**config.mk**
```make
export PLATFORM = sky130hd
export DESIGN_NAME = dcache_ctrl_fsm_p
export DESIGN_NICKNAME = d
export VERILOG_FILES = /design/src/rtl/dcache_pkg.sv /design/src/rtl/sat_counter.sv /design/src/rtl/dcache_ctrl_fsm_p.sv
export SDC_FILE = /design/constraint.sdc
export NUM_CORES = 1
export LEC_CHECK = 0
export CAP_MARGIN = 25
export CORE_AREA = 3 3 110 112
export DETAILED_ROUTE_END_ITERATION = 8
export DIE_AREA = 0 0 113 115
export PLACE_DENSITY_LB_ADDON = 0.1
export SLEW_MARGIN = 0
export SYNTH_ARGS = -nofsm -noshare
export SYNTH_HDL_FRONTEND = slang
export SYNTH_SLANG_ARGS = --single-unit
```
**constraint.sdc**
```tcl
create_clock -name clk -period 3.8 [get_ports clk]
set_clock_uncertainty 0.2 [all_clocks]
set_input_delay 0.38 -clock clk [delete_from_list [all_inputs] [get_ports clk]]
set_output_delay 0.38 -clock clk [all_outputs]
set_load 0.1 [all_outputs]
```
**src/rtl/dcache_pkg.sv**
```systemverilog
// Shared types for the data-cache control path: controller state encoding and CPU op codes.
package dcache_pkg;

  typedef enum logic [3:0] {
    S_IDLE     = 4'd0,
    S_LOOKUP   = 4'd1,
    S_WB_REQ   = 4'd2,
    S_RF_REQ   = 4'd3,
    S_REFILL   = 4'd4,
    S_WAIT_WB  = 4'd5,
    S_UCR_REQ  = 4'd6,
    S_UCR_WAIT = 4'd7,
    S_UCW_REQ  = 4'd8,
    S_UCW_WAIT = 4'd9
  } state_e;

  localparam logic OP_READ  = 1'b0;
  localparam logic OP_WRITE = 1'b1;

endpackage

```
**src/rtl/sat_counter.sv**
```systemverilog
// Saturating up-counter: increments on inc and holds at all-ones instead of wrapping.
module sat_counter #(
  parameter int PERF_W = 32
) (
  input  logic              clk,
  input  logic              rst,
  input  logic              inc,
  output logic [PERF_W-1:0] count
);

  logic [PERF_W-1:0] count_q;
  logic [PERF_W-1:0] count_d;

  always_comb begin
    count_d = count_q;
    if (inc && (count_q != {PERF_W{1'b1}})) begin
      count_d = count_q + {{(PERF_W-1){1'b0}}, 1'b1};
    end
  end

  always_ff @(posedge clk) begin
    if (rst) begin
      count_q <= '0;
    end else begin
      count_q <= count_d;
    end
  end

  assign count = count_q;

endmodule

```
**src/rtl/dcache_ctrl_fsm_p.sv**
```systemverilog
// Main data-cache control FSM: hit service, dirty-victim writeback, line refill, uncached access.
// Handshake: r_req/w_req stay high until the cycle their rdy is sampled; the state advances on that edge.
module dcache_ctrl_fsm_p
  import dcache_pkg::*;
#(
  parameter int NWAY       = 4,
  parameter int LINE_BYTES = 64,
  parameter int PERF_W     = 32
) (
  input  logic                  clk,
  input  logic                  rst,
  input  logic                  valid,
  input  logic                  op,
  input  logic                  uncached,
  input  logic                  cache_hit,
  input  logic [NWAY-1:0]       hit,
  input  logic [NWAY-1:0]       lru_way_sel,
  input  logic                  victim_vld,
  input  logic                  victim_dirty,
  input  logic [LINE_BYTES-1:0] byte_we_normal,
  input  logic                  r_rdy,
  input  logic                  w_rdy,
  input  logic                  fill_finish,
  input  logic                  wrt_finish,
  output logic [NWAY-1:0]       way_visit,
  output logic [NWAY-1:0]       mem_en,
  output logic [NWAY-1:0]       tagv_we,
  output logic [NWAY-1:0]       dirty_we,
  output logic [LINE_BYTES-1:0] mem_we,
  output logic                  mbuf_we,
  output logic                  rbuf_we,
  output logic                  pbuf_we,
  output logic                  wbuf_we,
  output logic                  wbuf_reset,
  output logic                  way_sel_en,
  output logic                  rdata_sel,
  output logic                  wrt_data_sel,
  output logic                  w_dirty_data,
  output logic                  r_req,
  output logic                  w_req,
  output logic                  r_data_ready,
  output logic                  req_uncached,
  output logic                  data_valid,
  output logic                  cache_ready,
  output logic [PERF_W-1:0]     hit_cnt,
  output logic [PERF_W-1:0]     miss_cnt
);

  state_e state_q, state_d;
  logic   wb_pend_q, wb_pend_d;
  logic   done;
  logic   hit_inc, miss_inc;

  always_ff @(posedge clk) begin
    if (rst) begin
      state_q   <= S_IDLE;
      wb_pend_q <= 1'b0;
    end else begin
      state_q   <= state_d;
      wb_pend_q <= wb_pend_d;
    end
  end

  // The victim writeback response may land any time after the request is accepted;
  // a new acceptance in the same cycle as a stale response must keep the flag set.
  always_comb begin
    wb_pend_d = wb_pend_q & ~wrt_finish;
    if ((state_q == S_WB_REQ) && w_rdy) begin
      wb_pend_d = 1'b1;
    end
  end

  always_comb begin
    state_d      = state_q;
    way_visit    = '0;
    mem_en       = '0;
    tagv_we      = '0;
    dirty_we     = '0;
    mem_we       = '0;
    mbuf_we      = 1'b0;
    rbuf_we      = 1'b0;
    pbuf_we      = 1'b0;
    wbuf_we      = 1'b0;
    wbuf_reset   = 1'b0;
    way_sel_en   = 1'b0;
    rdata_sel    = 1'b0;
    wrt_data_sel = 1'b0;
    w_dirty_data = 1'b0;
    r_req        = 1'b0;
    w_req        = 1'b0;
    r_data_ready = 1'b0;
    req_uncached = 1'b0;
    data_valid   = 1'b0;
    cache_ready  = 1'b0;
    done         = 1'b0;
    hit_inc      = 1'b0;
    miss_inc     = 1'b0;

    case (state_q)
      S_IDLE: begin
        rbuf_we     = 1'b1;
        cache_ready = 1'b1;
        if (valid) state_d = S_LOOKUP;
      end

      S_LOOKUP: begin
        rdata_sel    = 1'b1;
        wrt_data_sel = 1'b1;
        pbuf_we      = 1'b1;
        if (uncached) begin
          state_d = (op == OP_WRITE) ? S_UCW_REQ : S_UCR_REQ;
        end else if (cache_hit) begin
          hit_inc     = 1'b1;
          data_valid  = 1'b1;
          rbuf_we     = 1'b1;
          cache_ready = 1'b1;
          way_sel_en  = 1'b1;
          way_visit   = hit;
          if (op == OP_WRITE) begin
            mem_en       = hit;
            mem_we       = byte_we_normal;
            dirty_we     = hit;
            w_dirty_data = 1'b1;
          end
          state_d = valid ? S_LOOKUP : S_IDLE;
        end else begin
          miss_inc = 1'b1;
          mbuf_we  = 1'b1;
          wbuf_we  = 1'b1;
          state_d  = (victim_vld && victim_dirty) ? S_WB_REQ : S_RF_REQ;
        end
      end

      S_WB_REQ: begin
        w_req = 1'b1;
        if (w_rdy) state_d = S_RF_REQ;
      end

      S_RF_REQ: begin
        r_req = 1'b1;
        if (r_rdy) state_d = S_REFILL;
      end

      S_REFILL: begin
        r_data_ready = 1'b1;
        if (fill_finish) begin
          // Whole line lands in the victim way; a write miss leaves it dirty.
          mem_we       = '1;
          mem_en       = lru_way_sel;
          tagv_we      = lru_way_sel;
          dirty_we     = lru_way_sel;
          way_visit    = lru_way_sel;
          way_sel_en   = 1'b1;
          w_dirty_data = op;
          state_d      = S_WAIT_WB;
        end
      end

      S_WAIT_WB: begin
        if (!wb_pend_q) begin
          done       = 1'b1;
          wbuf_reset = 1'b1;
        end
      end

      S_UCR_REQ: begin
        r_req        = 1'b1;
        req_uncached = 1'b1;
        if (r_rdy) state_d = S_UCR_WAIT;
      end

      S_UCR_WAIT: begin
        r_data_ready = 1'b1;
        if (fill_finish) done = 1'b1;
      end

      S_UCW_REQ: begin
        w_req        = 1'b1;
        req_uncached = 1'b1;
        if (w_rdy) state_d = S_UCW_WAIT;
      end

      S_UCW_WAIT: begin
        if (wrt_finish) done = 1'b1;
      end

      default: state_d = S_IDLE;
    endcase

    if (done) begin
      data_valid  = 1'b1;
      rbuf_we     = 1'b1;
      cache_ready = 1'b1;
      state_d     = valid ? S_LOOKUP : S_IDLE;
    end
  end

  sat_counter #(.PERF_W(PERF_W)) u_hit_cnt (
    .clk   (clk),
    .rst   (rst),
    .inc   (hit_inc),
    .count (hit_cnt)
  );

  sat_counter #(.PERF_W(PERF_W)) u_miss_cnt (
    .clk   (clk),
    .rst   (rst),
    .inc   (miss_inc),
    .count (miss_cnt)
  );

endmodule

```
==> reports/results.txt <==
Setup TNS Final = 0 ns
area of the multi-input gates = 2790 sq um
clock-pin slew of the registers on the worst-case setup and hold paths = 0.06 ns
Die ar. = 13,000 sq um
Period Utilization, post-route = 0.887
Die W = 113 microns
worst reg-to-reg setup slack = 0.86 ns
final hold violations = 0
Rel. slew slack = 0.304
Hold WS = 0.299 ns
hold path depth = 2
Avg Inst Size Synth = 7.81 sq um
via count = 5,359
Post-DRT Antenna Nets = 0
routability cong. = 0.819
gr usage total = 0.265
pwr/cell area = 490 nW/um^2
Root Buffer = clkbuf_16
area grow syn2layout = 79.7%
fillers = 897
num ports = 243
Core ar. = 11,300 sq um
Final setup viols = 0
fmax = 297 MHz
number of distinct library cells after synthesis = 53
hold buffers post-CTS = 0
drt initial violations = 551
Reg area = 1380 sq um
Syn. warnings = 0
max-cap violations = 0
port bufs = 242
Hold Path End = u_hit_cnt.count[6]$_SDFFE_PP0P_
Final min period = 3.37 ns
fin nets = 870
largest net degree at the start of global routing = 70
Hold Path Class = reg2reg
Worst-Skew Late Latency = 0.33 ns
DRC Markers = 0
postcts setup bufs = 0
Post-Place Setup Slack = 0.752 ns
CTS tree = built
dpl hpwl = 14.0 mm
IR drop worst, VDD = 620 uV
CP Launch Type = flop
outcome = completed
RSZ-0062 raised after global routing = false
worst endpoint required time = 3.22 ns
CTS Buffer Depth = 2
share of the synthesized area in the top cell type = 0.311
max-slew violations = 0
Primary FF master, synth = dfxtp_1
Worst Path Arrival = 2.79 ns
HP Start = u_hit_cnt.count[6]$_SDFFE_PP0P_
first-pass GRT wire length = 27.7 mm
leakage dissipation = 3.36 nW
Area contributors post-synth = dfxtp_1 31%, a21o_1 12%, a21oi_1 5.5%, or3_1 4.5%, o21ai_0 3.8%
most frequent cells in the layout = 146 x clkdlybuf4s50_1, 80 x buf_12, 73 x a21o_1, 69 x dfxtp_1, 49 x a21oi_1
Critical R2R Capture = u_hit_cnt.count[31]$_SDFFE_PP0P_
final worst setup slack = 0.431 ns
Post-synth EDFFs = 0
mapped cell area = 4440 sq um
Num CTS Buffers = 9
reg2reg start = state_q[2]$_SDFFE_PP0P_
vias in the first global route = 5,148
Die Ht = 115 microns
#FFs+latches synth = 69
Yosys top cell by area = dfxtp_1
Initial Util = 0.392
cts repair resizes = 0
layout cells sized above 1 = 0.183
Setup CP Type = reg2out
Worst setup EP type = primary output
commonest non-fill, non-tap cell in the layout = clkdlybuf4s50_1
first-pass detailed-route iteration total = 5
CTS Sinks = 69
largest fanout on the critical path = 44
Worst Max-Slew Pin Slew = 1.04 ns
grt ovf = 0
post-DR vias/cell = 5.75
# rows = 39
DRT Wirelength = 18.1 mm
antenna cells = 0
Cells after Synth = 568
Syn Nets = 654
initial antenna violation count = 0
R2R cell count = 5
FFs w/ async S/R, synth = 0
register area share after synthesis = 0.311
Avg WL per Cell = 19.4 microns
H-Tree Depth = 3
==> cells in the mapped netlist, drive strengths merged, types with 2 or more instances <==
library cell,n
xnor2,4
a21oi,49
nor4,10
or3,32
and2,6
mux2,8
nand2,34
xor2,4
or2,6
o41ai,3
and4,8
o31ai,17
a221o,2
o2111ai,2
o21ai,34
a31o,2
or4b,2
and3,3
buf,18
or4,16
mux2i,2
a21o,73
o31a,2
nand4,21
o211ai,6
o21a,2
ha,2
nor3,6
inv,15
nand2b,3
nand3,22
dfxtp,69
clkbuf,27
nor2b,11
nor2,38
==> power by group <==
group          internal (mW)  total [mW]  switching (mW)
registers              0.739       0.764          0.0248
clock network          0.611       0.924           0.313
logic                  0.680        2.22            1.54
total                   2.03        3.91            1.88
==> final cells by class <==
cell class	count	share of cell area
Timing Repair Buffer	250	0.406
Multi-Input combinational cell	439	0.349
Sequential cell	69	0.173
Clock buffer	11	0.0317
Tap cell	143	0.0224
Clock inverter	5	0.0102
Inverter	15	0.00706
==> per-layer routing <==
metal | track usage | wire length (microns) | vias to the layer above
li1 | - | - | 2551
met1 | 0.344 | 7250 | 2510
met2 | 0.444 | 9150 | 276
met3 | 0.0742 | 1480 | 22
met4 | 0.0561 | 238 | 0
met5 | 0 | 0 | -
==> sequential cells by signal, summed over array words and instances (netlist names) <==
| signal | flops |
|---|---|
| u_hit_cnt.count | 32 |
| u_miss_cnt.count | 32 |
| state_q | 4 |
| wb_pend_q | 1 |
==> worst max-delay path by stage <==
stage	from	endpoint	slack [ns]
3_5_place_dp	u_miss_cnt.count[11]$_SDFFE_PP0P_	u_miss_cnt.count[7]$_SDFFE_PP0P_	0.75
3_3_place_gp	u_miss_cnt.count[11]$_SDFFE_PP0P_	u_miss_cnt.count[7]$_SDFFE_PP0P_	0.83
5_1_grt	state_q[2]$_SDFFE_PP0P_	mem_we[29]	0.31
2_1_floorplan	state_q[1]$_SDFFE_PP0P_	rbuf_we	0.02
6_report	state_q[2]$_SDFFE_PP0P_	mem_we[59]	0.43
4_1_cts	state_q[2]$_SDFFE_PP0P_	mem_we[29]	0.43
==> per-stage QoR <==
step	area, sq um	power (mW)	instances	util
after floorplan	4440	2.30	568	-
after global placement	7630	2.98	915	0.674
after detailed placement	7630	2.99	915	0.674
after CTS	7970	3.91	931	0.704
after global routing	7970	4.01	932	0.704
final	7970	3.91	932	0.704
==> logic make-up after synthesis <==
family	Yosys count	synth area share
compound gates	200	0.302
xor+xnor	8	0.0158
simple gates	219	0.278
buf+inv	60	0.0626
mux	10	0.0248
flops	69	0.311
fa+ha+maj	2	0.00564
==> worst max-delay path, stage by stage (launching register included) <==
cell,delay [ns]
dfxtp_1,0.46
or4b_4,0.68
nor2_4,0.14
and2_2,0.49
buf_12,0.29
a21o_1,0.20
buf_12,0.18
No activity file was read; power rests on OpenSTA's default activity.
==> RTL edit 1 (same settings) <==
The parameter `LINE_BYTES` goes from 64 to 32.
--- a/src/rtl/dcache_ctrl_fsm_p.sv
+++ b/src/rtl/dcache_ctrl_fsm_p.sv
@@ -6,3 +6,3 @@
   parameter int NWAY       = 4,
-  parameter int LINE_BYTES = 64,
+  parameter int LINE_BYTES = 32,
   parameter int PERF_W     = 32
Ports: changed (resized byte_we_normal and mem_we); port bits go from 243 to 179. No check against the original RTL was run, so the function may have changed too.
==> RTL edit 1 against the original RTL <==
- routed wire length fell by 18%
- design area fell by 14%
- sequential cell count did not move
- largest cell class is now multi-input combinational cells
- global-route usage fell by 3.8 points
- power fell by 16%
- register-to-register slack improved by 0.03 ns
- setup slack improved by 0.047 ns
- synthesized cell count fell by 5.5%
- synthesized area fell by 5.2%
==> RTL edit 1: results (changes against the original RTL) <==
| Metric | Value |
|---|---|
| Cell variety after synth | `53 (unchanged)` |
| Post-synth top cells | `dfxtp_1, a21oi_1, a21o_1, nand2_1, o21ai_0` |
| Vias post-DR | `4813 (-10%)` |
| Postcts setup bufs | `0 (unchanged)` |
| Reg-to-Reg End | `u_hit_cnt.count[9]$_SDFFE_PP0P_` |
| Synth Area per Inst | `7.838 sq um (+0.32%)` |
| Antenna Diode Count | `0 (unchanged)` |
| Met1 wire length | `5.887 mm (-19%)` |
| Clock root cell | `clkbuf_16` |
| Detail Placement HPWL | `11.46 mm (-18%)` |
| Net switching power | `1.468 mW (-22%)` |
| Top sig layer | `met4` |
| Synth warn | `0 (unchanged)` |
| GRT Total Usage | `22.75% (-3.8 points)` |
| Slowest stage cell, crit path | `or4b_4` |
| CTS buffer count | `9 (unchanged)` |
| R2R cell count | `7 (+2)` |
| GP Congestion | `0.8318 (+1.6%)` |
| Post-Route WL | `14.84 mm (-18%)` |
| Leakage Power | `2.629 nW (-22%)` |
| HP Class | `register to register` |
| CP Launch Type | `register` |
| Slew Limit Headroom | `30.99% (+0.55 points)` |
| Worst vdd ir | `0.2649 mV (-57%)` |
| Antenna violations before repair | `0 (unchanged)` |
| Pre-antenna DRT Iters | `4 (-1)` |
| # H-tree levels | `3 (unchanged)` |
| Compound-Gate Fraction of Synth Area | `27.44% (-2.8 points)` |
| Inst Count DP | `829 (-9.4%)` |
| Max FO, Critical Path | `17 (-61%)` |
| Mux contribution to synthesized area | `0.2378% (-2.2 points)` |
| Clk_lat worst skew | `0.33 ns (about the same)` |
| Global-route wire length before repair | `23.86 mm (-14%)` |
| Slowest Stage Delay on Critical Path | `0.65 ns (-0.03 ns)` |
| Share of layout cells above drive strength 1 | `14.67% (-3.6 points)` |
| Initial DRC count | `406 (-26%)` |
| Run status | `completed` |
| # fillers | `985 (+9.8%)` |
| Top_reg_cell synth | `dfxtp_1` |
| Ranking of synthesized cells by area | `dfxtp_1, a21o_1, a21oi_1` |
| Ys async rst share | `0% (unchanged)` |
| Synthesized Nets | `591 (-9.6%)` |
| Crit path to | `dirty_we[2]` |
| Wire length on met2 | `7.504 mm (-18%)` |
| Nets@finish | `751 (-14%)` |
| Post-cts resize count | `0 (unchanged)` |
| Launching point of the worst reg2reg path | `state_q[2]$_SDFFE_PP0P_` |
| Register area share after synthesis | `32.82% (+1.7 points)` |
| Pin count of the biggest net entering global routing | `38 (-46%)` |
| Met3 WL post-DR | `1.240 mm (-16%)` |
| Buffer depth of the longest clock path | `2 (unchanged)` |
| Port Buffer Count | `178 (-26%)` |
| Worst path top cell family by delay | `simple AND/OR/NAND/NOR gates` |
| R2R setup slack | `0.89 ns (+0.03 ns)` |
| Leading area contributor after synthesis | `dfxtp_1` |
| DR vias/cell | `5.696 (-0.94%)` |
| CP arrival | `2.74 ns (-0.05 ns)` |
| Vias in the first global route | `4724 (-8.2%)` |
| Post-synthesis xor/xnor area fraction | `1.873% (+0.29 points)` |
| Synth Area in Adders | `0.5945% (+0.031 points)` |
RTL edit 1: cell families (layout without fill, tap and decap cells):
kind of cell / count (synthesis) / after routing
AOI/OAI and AO/OA: 181 / 181
xor gates and xnor gates: 9 / 9
adders and majority gates: 2 / 2
buffers and inverters: 47 / 212
DFF: 69 / 69
muxes: 1 / 1
and+or+nand+nor: 228 / 228
RTL edit 1: area by class of cell:
class,instances,share of cell area [%]
multi-input cells,421,38.33
repair buffers,185,33.49
flip-flops and latches,69,20.14
clock buffers,11,3.539
well taps,143,2.609
clock inverters,5,1.222
inverters,11,0.6749
RTL edit 1: metrics by stage:
| stage | area (sq um) | setup slack (ns) | util, % |
|---|---|---|---|
| finish | 6859 | 0.4780 | 60.59 |
| floorplan | 4215 | -0.1412 | - |
| CTS | 6859 | 0.4331 | 60.59 |
| global route | 6859 | 0.3320 | 60.59 |
| global placement | 6533 | 0.7126 | 57.70 |
| detailed placement | 6533 | 0.6685 | 57.70 |
RTL edit 1: worst min-delay path by stage:
stage	cells after the start	slack [ns]	startpoint	endpoint
global route	2	0.32	u_miss_cnt.count[21]$_SDFFE_PP0P_	u_miss_cnt.count[21]$_SDFFE_PP0P_
floorplan	2	0.27	wb_pend_q$_SDFF_PP0_	wb_pend_q$_SDFF_PP0_
finish	2	0.29	u_hit_cnt.count[23]$_SDFFE_PP0P_	u_hit_cnt.count[23]$_SDFFE_PP0P_
detailed placement	2	0.29	u_hit_cnt.count[29]$_SDFFE_PP0P_	u_hit_cnt.count[29]$_SDFFE_PP0P_
global placement	2	0.28	u_hit_cnt.count[23]$_SDFFE_PP0P_	u_hit_cnt.count[23]$_SDFFE_PP0P_
CTS	2	0.30	u_hit_cnt.count[29]$_SDFFE_PP0P_	u_hit_cnt.count[29]$_SDFFE_PP0P_
RTL edit 1: power by group through the flow:
| stage | clock (mW) | sequential (mW) | combinational, mW |
|---|---|---|---|
| 3_5_place_dp | 0 | 0.792 | 1.59 |
| 5_1_grt | 0.962 | 0.782 | 1.64 |
| 4_1_cts | 0.924 | 0.776 | 1.59 |
| 3_3_place_gp | 0 | 0.791 | 1.58 |
| 2_1_floorplan | 0 | 0.798 | 1.10 |
| 6_report | 0.910 | 0.777 | 1.58 |
RTL edit 1: per-layer routing:
layer | GRT usage [%] | vias to the layer above
met5 | 0 | -
met4 | 6.731 | 0
met3 | 8.105 | 16
met2 | 40.60 | 140
met1 | 25.58 | 2290
li1 | - | 2367
RTL edit 1: worst min-delay path, cell delays in order (launching register included):
cell     delay [ns]
dfxtp_1        0.32
o31ai_1        0.07
a21oi_1        0.05
==> RTL edit 2 (config.mk and constraints unchanged) <==
Made on the original files. Encoding of `state_e`: now Gray code (4 bits for 10 states).
--- a/src/rtl/dcache_pkg.sv
+++ b/src/rtl/dcache_pkg.sv
@@ -4,12 +4,12 @@
   typedef enum logic [3:0] {
-    S_IDLE     = 4'd0,
-    S_LOOKUP   = 4'd1,
-    S_WB_REQ   = 4'd2,
-    S_RF_REQ   = 4'd3,
-    S_REFILL   = 4'd4,
-    S_WAIT_WB  = 4'd5,
-    S_UCR_REQ  = 4'd6,
-    S_UCR_WAIT = 4'd7,
-    S_UCW_REQ  = 4'd8,
-    S_UCW_WAIT = 4'd9
+    S_IDLE     = 4'b0000,
+    S_LOOKUP   = 4'b0001,
+    S_WB_REQ   = 4'b0011,
+    S_RF_REQ   = 4'b0010,
+    S_REFILL   = 4'b0110,
+    S_WAIT_WB  = 4'b0111,
+    S_UCR_REQ  = 4'b0101,
+    S_UCR_WAIT = 4'b0100,
+    S_UCW_REQ  = 4'b1100,
+    S_UCW_WAIT = 4'b1101
   } state_e;
Behaviour: no difference found for any inputs over 4 cycles, from zero or initial values and one cycle with rst high; so few cycles prove little.
==> RTL edit 2 against the original RTL <==
- setup slack got worse by 0.20 ns
- final cell count rose by 1.4%
- synthesized cell count rose by 3.2%
- largest cell class unchanged
- critical path depth rose by 1
- fmax fell by 5.6%
- synthesized area rose by 4.1%
- power fell by 22%
- sequential cell count did not move
- highest routed layer unchanged
- routed wire length fell by 0.83%
- global-route usage fell by 0.24 points
- non-clock buffer count rose by 3
- register-to-register slack got worse by 0.47 ns
- design area rose by 0.50%
==> RTL edit 2: results (changes against the original RTL) <==
| Metric | Value |
|---|---|
| Run status | `completed` |
| Share of layout cells above drive strength 1 | `20.20% (+1.9 points)` |
| Nets@finish | `884 (+1.6%)` |
| R2R setup slack | `0.39 ns (-0.47 ns)` |
| Slew Limit Headroom | `31.61% (+1.2 points)` |
| Wire length on met2 | `9.288 mm (+1.5%)` |
| Met3 WL post-DR | `1.374 mm (-6.9%)` |
| Placed cell area | `0.007731 sq mm (+1.3%)` |
| Ranking of synthesized cells by area | `dfxtp_1, a21o_1, nor2_1` |
| Data buffer area share | `39.31% (-1.3 points)` |
| Register area share after synthesis | `29.89% (-1.2 points)` |
| Slowest stage cell, crit path | `dfxtp_1` |
| Multi-input gate count | `453 (+3.2%)` |
| Synthesized Nets | `672 (+2.8%)` |
| Leakage Power | `3.385 nW (+0.64%)` |
| Post-Route Utilization | `70.79% (+0.35 points)` |
| Clk tree area frac | `3.528% (-0.66 points)` |
| Cell variety after synth | `59 (+11%)` |
| Met3 usage | `7.789% (+0.37 points)` |
| CP startpoint | `state_q[0]$_SDFFE_PP0P_` |
| Count leader, synth | `a21o_1` |
| Met2 usage | `45.85% (+1.5 points)` |
| Tapcell count | `143 (unchanged)` |
| Cell internal pwr | `1.690 mW (-17%)` |
| Non-clk invs | `12 (-3)` |
| Sequential cell area share | `17.24% (-0.087 points)` |
| Met1 Track Usage GR | `32.55% (-1.9 points)` |
| Inst Count DP | `930 (+1.6%)` |
| Slowest Stage Delay on Critical Path | `0.71 ns (+0.03 ns)` |
| DR vias/cell | `5.722 (-0.49%)` |
| GRT Total Usage | `26.29% (-0.24 points)` |
| Reg-to-Reg End | `u_miss_cnt.count[28]$_SDFFE_PP0P_` |
| Final Worst Setup Slack | `0.2305 ns (-0.2004 ns)` |
| # fillers | `889 (-0.89%)` |
| Non-clk bufs | `253 (+1.2%)` |
| Crit path to | `mem_we[57]` |
| Multi-input logic area | `0.002975 sq mm (+6.8%)` |
| Initial DRC count | `380 (-31%)` |
| Met1 wire length | `7.064 mm (-2.5%)` |
| Pin count of the biggest net entering global routing | `40 (-43%)` |
| Detail Placement HPWL | `14.28 mm (+2.2%)` |
| GP Congestion | `0.9577 (+17%)` |
| Worst vdd ir | `0.4717 mV (-24%)` |
| Hold_sp | `u_miss_cnt.count[11]$_SDFFE_PP0P_` |
| Setup WS pre-CTS | `0.4694 ns (-0.2827 ns)` |
| Vias in the first global route | `5120 (-0.54%)` |
| Global-route wire length before repair | `27.28 mm (-1.4%)` |
| Synth Area per Inst | `7.885 sq um (+0.92%)` |
| Final Non-Filler Cells | `945 (+1.4%)` |
| Post-Route WL | `17.96 mm (-0.83%)` |
| Worst hold margin | `0.3094 ns (+0.01003 ns)` |
[RTL edit 2: changes by cell type after synthesis, sizes merged, moves of 6 or more]
cell	change
a2111oi	+6
a211oi	+7
a21oi	-11
clkbuf	+9
nand2	-7
nor2	+15
nor2b	+7
o21ai	-16
o31ai	-9
or3	-18
xnor2	+12
[RTL edit 2: logic make-up after synthesis]
kind of cell    Yosys count  synth area share, %
simple gates            235                28.49
xor+xnor                 19                3.601
buf+inv                  64                6.390
fa+ha+maj                 2               0.5415
compound gates          181                27.27
mux                      16                3.818
flops                    69                29.89
[RTL edit 2: power by group through the flow]
stage | Clock, mW | Sequential [mW] | Combinational [mW]
2_1_floorplan | 0 | 0.798 | 1.03
3_3_place_gp | 0 | 0.807 | 1.44
3_5_place_dp | 0 | 0.810 | 1.45
4_1_cts | 0.816 | 0.795 | 1.45
5_1_grt | 0.847 | 0.802 | 1.49
6_report | 0.803 | 0.798 | 1.44
